==> config.mk <==
export PLATFORM = sky130hd
export DESIGN_NAME = clause_eval_scheduler
export DESIGN_NICKNAME = d
export VERILOG_FILES = /design/src/rtl/clause_eval_scheduler.sv
export SDC_FILE = /design/constraint.sdc
export NUM_CORES = 1
export LEC_CHECK = 0
export CAP_MARGIN = 10
export CORE_MARGIN = 1
export CORE_UTILIZATION = 55
export DETAILED_ROUTE_END_ITERATION = 7
export GPL_TIMING_DRIVEN = 0
export PLACE_DENSITY_LB_ADDON = 0.15
export SLEW_MARGIN = 20
export SYNTH_ARGS = -nofsm -noshare
export SYNTH_HDL_FRONTEND = slang
export SYNTH_SLANG_ARGS = --single-unit
==> constraint.sdc <==
create_clock -name clock -period 3 [get_ports clock]
set_clock_uncertainty 0.05 [all_clocks]
set_input_delay 0.6 -clock clock [delete_from_list [all_inputs] [get_ports clock]]
set_output_delay 0.6 -clock clock [all_outputs]
set_load 0.02 [all_outputs]
==> src/rtl/clause_eval_scheduler.sv <==
// Clause scan scheduler: issues clause-memory reads, collects evaluator results,
// queues unit implications in a small FIFO and reports pass completion or conflict.
module clause_eval_scheduler #(
    parameter int NUM_VARIABLE = 128,
    parameter int NUM_CLAUSE   = 256,
    parameter int FIFO_DEPTH   = 8
) (
    input  logic                            clock,
    input  logic                            reset_n,
    input  logic                            start,
    input  logic [$clog2(NUM_CLAUSE)-1:0]   last_clause,
    output logic                            clause_rd_en,
    output logic [$clog2(NUM_CLAUSE)-1:0]   clause_addr,
    input  logic                            eval_unit,
    input  logic                            eval_new_assignment,
    input  logic [$clog2(NUM_VARIABLE)-1:0] eval_implied_variable,
    input  logic                            eval_conflict,
    output logic                            imp_valid,
    input  logic                            imp_ready,
    output logic [$clog2(NUM_VARIABLE)-1:0] imp_variable,
    output logic                            imp_value,
    output logic                            busy,
    output logic                            done,
    output logic                            conflict,
    output logic [$clog2(NUM_CLAUSE)-1:0]   conflict_clause,
    output logic [$clog2(NUM_CLAUSE):0]     unit_count
);

    localparam int VW = $clog2(NUM_VARIABLE);
    localparam int CW = $clog2(NUM_CLAUSE);
    localparam int AW = $clog2(FIFO_DEPTH);

    localparam logic [AW:0]   CNT_ONE     = (AW+1)'(1);
    localparam logic [AW:0]   RESERVE_LVL = (AW+1)'(FIFO_DEPTH - 1);
    localparam logic [AW:0]   FULL_LVL    = (AW+1)'(FIFO_DEPTH);
    localparam logic [AW-1:0] PTR_ONE     = AW'(1);
    localparam logic [CW-1:0] ADDR_ONE    = CW'(1);
    localparam logic [CW:0]   UCNT_ONE    = (CW+1)'(1);

    typedef enum logic [2:0] {
        S_IDLE  = 3'd0,
        S_SCAN  = 3'd1,
        S_DRAIN = 3'd2,
        S_DONE  = 3'd3,
        S_CONFL = 3'd4
    } state_t;

    state_t          state_q, state_d;
    logic [CW-1:0]   addr_q, addr_d;
    logic [CW-1:0]   last_q, last_d;
    logic            inflight_q, inflight_d;
    logic [CW-1:0]   inflight_addr_q, inflight_addr_d;
    logic [CW-1:0]   conflict_clause_q, conflict_clause_d;
    logic [CW:0]     unit_count_q, unit_count_d;
    logic [AW-1:0]   wr_ptr_q, wr_ptr_d;
    logic [AW-1:0]   rd_ptr_q, rd_ptr_d;
    logic [AW:0]     count_q, count_d;
    logic [VW:0]     fifo_mem [FIFO_DEPTH];

    logic            issue;
    logic            push;
    logic            pop;
    logic            flush;
    logic            stall;
    logic            consuming;
    logic [AW:0]     occ_after_pop;

    always_comb begin
        state_d           = state_q;
        addr_d            = addr_q;
        last_d            = last_q;
        inflight_addr_d   = inflight_addr_q;
        conflict_clause_d = conflict_clause_q;
        unit_count_d      = unit_count_q;
        issue             = 1'b0;
        push              = 1'b0;
        flush             = 1'b0;

        pop           = (count_q != '0) && imp_ready;
        occ_after_pop = pop ? (count_q - CNT_ONE) : count_q;
        // One slot stays free for the result of a read already in flight.
        stall         = (occ_after_pop >= RESERVE_LVL);
        consuming     = inflight_q && ((state_q == S_SCAN) || (state_q == S_DRAIN));

        unique case (state_q)
            S_IDLE: begin
                if (start) begin
                    state_d           = S_SCAN;
                    addr_d            = '0;
                    last_d            = last_clause;
                    unit_count_d      = '0;
                    conflict_clause_d = '0;
                end
            end
            S_SCAN: begin
                issue = !stall;
                if (issue) begin
                    addr_d          = addr_q + ADDR_ONE;
                    inflight_addr_d = addr_q;
                    if (addr_q == last_q) begin
                        state_d = S_DRAIN;
                    end
                end
            end
            S_DRAIN: begin
                state_d = S_DONE;
            end
            S_DONE: begin
                state_d = S_IDLE;
            end
            S_CONFL: begin
                state_d = S_IDLE;
                flush   = 1'b1;
            end
            default: begin
                state_d = S_IDLE;
            end
        endcase

        // A conflicting result overrides both the enqueue and any scan progress.
        if (consuming) begin
            if (eval_conflict) begin
                state_d           = S_CONFL;
                conflict_clause_d = inflight_addr_q;
            end else if (eval_unit) begin
                push         = 1'b1;
                unit_count_d = unit_count_q + UCNT_ONE;
            end
        end

        inflight_d = issue;

        wr_ptr_d = wr_ptr_q;
        rd_ptr_d = rd_ptr_q;
        count_d  = count_q;
        if (flush) begin
            wr_ptr_d = '0;
            rd_ptr_d = '0;
            count_d  = '0;
        end else begin
            if (push) begin
                wr_ptr_d = wr_ptr_q + PTR_ONE;
            end
            if (pop) begin
                rd_ptr_d = rd_ptr_q + PTR_ONE;
            end
            unique case ({push, pop})
                2'b10:   count_d = count_q + CNT_ONE;
                2'b01:   count_d = count_q - CNT_ONE;
                default: count_d = count_q;
            endcase
        end
    end

    always_ff @(posedge clock or negedge reset_n) begin
        if (!reset_n) begin
            state_q           <= S_IDLE;
            addr_q            <= '0;
            last_q            <= '0;
            inflight_q        <= 1'b0;
            inflight_addr_q   <= '0;
            conflict_clause_q <= '0;
            unit_count_q      <= '0;
            wr_ptr_q          <= '0;
            rd_ptr_q          <= '0;
            count_q           <= '0;
        end else begin
            state_q           <= state_d;
            addr_q            <= addr_d;
            last_q            <= last_d;
            inflight_q        <= inflight_d;
            inflight_addr_q   <= inflight_addr_d;
            conflict_clause_q <= conflict_clause_d;
            unit_count_q      <= unit_count_d;
            wr_ptr_q          <= wr_ptr_d;
            rd_ptr_q          <= rd_ptr_d;
            count_q           <= count_d;
        end
    end

    always_ff @(posedge clock) begin
        if (push) begin
            fifo_mem[wr_ptr_q] <= {eval_implied_variable, eval_new_assignment};
        end
    end

    assign clause_rd_en               = issue;
    assign clause_addr                = addr_q;
    assign imp_valid                  = (count_q != '0);
    assign {imp_variable, imp_value}  = fifo_mem[rd_ptr_q];
    assign busy                       = (state_q != S_IDLE);
    assign done                       = (state_q == S_DONE);
    assign conflict                   = (state_q == S_CONFL);
    assign conflict_clause            = conflict_clause_q;
    assign unit_count                 = unit_count_q;

    a_no_push_when_full: assert property (
        @(posedge clock) disable iff (!reset_n) !(push && (count_q == FULL_LVL))
    );

endmodule

==> impl_metrics.csv <==
group,metric,value,unit
detailed_routing,ant_nets,0,
yosys,netlist_instances,386,
detailed_routing,wl_per_cell,18.61,microns
floorplanning,rows,35,
yosys,ys_ff_latch,119,
placement,port_buffers,59,
clocking,clock_latency,0.51,ns
critical_path,arrival,2.28,ns
placement,gp_congestion,0.7858,
detailed_routing,drc_errors,0,
layout,final_common_cell,"edfxtp_1",
clocking,clockRootBuffer,"clkbuf_8",
floorplanning,floorplan.initialDensity,56.64,%
yosys,syn_area,0.005234,sq mm
global_routing,antenna_found_initial,0,
placement,place_hpwl,7224,microns
clocking,cts_tree,"built",
clocking,h-tree-depth,4,
global_routing,grt_pass1_wl,18820,microns
layout,fin_nets,506,
yosys,synth.distinct_cells,57,
critical_path,end_kind,"output pin",
floorplanning,ios,60,
floorplanning,die_x,99.55,microns
clocking,numCtsBuffers,17,
timing,fin_crit,2.932,ns
critical_path,reg2reg_depth,4,
critical_path,cp.required,2.35,ns
clocking,cts-hold-fix-buffers,0,
global_routing,grt_usage,25.70,%
yosys,synth_compound_area_share,6.335,%
yosys,syn-num-nets,414,
yosys,yosysWarnings,0,
detailed_routing,num_vias,3504,
global_routing,grt_max_degree,56,
min_path,min_path_type,"in -> async",
placement,post-place-ws,-0.8158,ns
timing,rsz0062_at_grt,"true",
timing,finalWorstSetupSlack,0.06783,ns
yosys,ys.flop_type,"edfxtp_1",
floorplanning,die-area,0.009910,sq mm
yosys,synth_xor_area_share,2.821,%
layout,final_core_util,73.85,%
power,p_leak,2.670,nW
placement,dpl_cell_area,0.006047,sq mm
critical_path,r2r_start,"state_q[2]",
power,irDropWorstVdd,0.5195,mV
placement,dp.cells,578,
timing,fin_tns_setup,0,ns
outcome,status,"finished clean",
clocking,clk_pin_slew,0.06,ns
detailed_routing,first_pass_iters,5,
layout,syn_to_final_growth,30.38,%
global_routing,overflow,0,
layout,mostFrequentLayoutCells,"edfxtp_1, nand2_1, dfrtp_1, clkdlybuf4s50_1, o21ai_0",
timing,worst-slew-pin-transition,0.8765,ns
timing,setup_viol,0,
timing,slew_viol_final,0,
power,total_power,6.796,mW
critical_path,reg2reg_setup_slack,0.15,ns
critical_path,crit-reg2reg-capture,"fifo_mem[7][2]",
flow_run,maxCapViolations,0,
timing,min_period_over_period,97.74,%
power,powerDensity,995.9,mW/mm^2
layout,fin_area,0.006824,sq mm
detailed_routing,drtIter0Drc,225,
critical_path,worstSetupPathType,"reg -> out",
detailed_routing,totalWireLength,11540,microns
global_routing,grt_pass1_vias,3545,
detailed_routing,routed_via_density,5.652,
timing,whs,0.08106,ns
layout,fin_cells,620,
clocking,cts_sinks,119,
yosys,synthMuxAreaShare,11.24,%
yosys,synth_top_family_by_area,"simple AND/OR/NAND/NOR gates",
layout,drive_above_1_share,23.83,%
floorplanning,core-area,0.009240,sq mm
yosys,ys_seq_area_share,63.02,%
yosys,synth_fa_ha_area_share,1.434,%
yosys,synth_edf_count,64,
yosys,ys_async_sr_fraction,46.22,%
timing,relSlewSlack,41.35,%
critical_path,crit_fanout,5,
critical_path,worstSetupStartpointType,"register",
layout,diodes,0,
yosys,synth.avg_cell_area,13.56,sq um
timing,hold_viol_final,0,
clocking,clockBufferDepth,2,
yosys,synth-simple-area-share,12.65,%
timing,max_freq,341.0,MHz
floorplanning,die_y,99.55,microns
==> final cells by class <==
| class | count | area, sq um |
|---|---|---|
| Clock inverter | 13 | 167.7 |
| Timing Repair Buffer | 73 | 688.2 |
| Fill cell | 600 | 2416 |
| Buffer | 18 | 147.6 |
| Sequential cell | 119 | 3299 |
| Tap cell | 129 | 161.4 |
| Inverter | 10 | 37.54 |
| Clock buffer | 19 | 441.7 |
| Multi-Input combinational cell | 239 | 1881 |
==> kinds of logic (layout without fill, tap and decap cells) <==
family | count (synthesis) | after routing
flip-flops | 119 | 119
adder cells (fa/ha/maj) | 6 | 6
AO/OA/AOI/OAI | 47 | 47
buffers and inverters | 28 | 133
multiplexers | 37 | 37
AND/OR/NAND/NOR | 133 | 133
XOR/XNOR | 16 | 16
==> cells in the mapped netlist, drive strengths merged, types with 2 or more instances <==
master / instances / area (sq um)
nand3: 10 / 50.05
or3b: 2 / 17.52
nand2: 62 / 232.7
dfrtp: 55 / 1376
nor3: 8 / 45.04
mux2i: 7 / 70.07
o21ai: 21 / 108.9
xnor2: 12 / 112.6
nor3b: 5 / 42.54
mux2: 14 / 157.6
edfxtp: 64 / 1922
buf: 9 / 48.80
a211oi: 2 / 15.01
nor4: 2 / 12.51
nand2b: 4 / 25.02
nand4: 7 / 43.79
ha: 6 / 75.07
inv: 10 / 37.54
mux4: 16 / 360.4
a21oi: 11 / 58.81
and4: 2 / 17.52
or4: 4 / 33.78
and3: 2 / 17.52
o31ai: 3 / 22.52
clkbuf: 8 / 33.79
nor4b: 2 / 17.52
xor2: 4 / 35.03
nor2: 18 / 67.56
==> metal layers <==
metal | share of wire, % | GRT usage [%]
met5 | 0 | 0
met2 | 50 | 40.71
met4 | 0.93 | 7.240
met3 | 5.2 | 6.325
met1 | 44 | 35.83
==> how the worst max path moves through the flow <==
stage                  startpoint              end  cells after the start
floorplan           eval_conflict   fifo_mem[2][0]                      4
detailed placement      imp_ready     clause_rd_en                      6
global route           state_q[2]   fifo_mem[3][3]                      4
finish                rd_ptr_q[0]  imp_variable[0]                      5
CTS                    count_q[0]     clause_rd_en                      7
global placement    eval_conflict   fifo_mem[4][6]                      5
==> report_power, final <==
part,switching [mW],total (mW),internal (mW),leakage (nW)
logic,1.32,2.54,1.21,1.07
clock network,0.742,2.06,1.32,0.297
registers,0.225,2.20,1.97,1.30
==> worst max-delay path: stages, from the launching register on <==
cell	delay, ns
dfrtp_1	0.38
clkbuf_16	0.16
buf_12	0.12
mux4_2	0.51
mux2_2	0.27
dlygate4sd2_1	0.32
==> flip-flops by register name, indices dropped and copies added, names as in the netlist <==
name / cells
inflight_addr_q: 8
clause_addr: 8
count_q: 4
fifo_mem: 64
rd_ptr_q: 3
inflight_q: 1
state_q: 3
conflict_clause: 8
wr_ptr_q: 3
unit_count: 9
last_q: 8
==> repair_timing <==
item,CTS,global route
resized for setup,44,10
gates cloned,1,0
setup endpoints to repair,11,33
buffers inserted,5,4
pin swaps,1,1
Power figures use the tool's default switching activity.
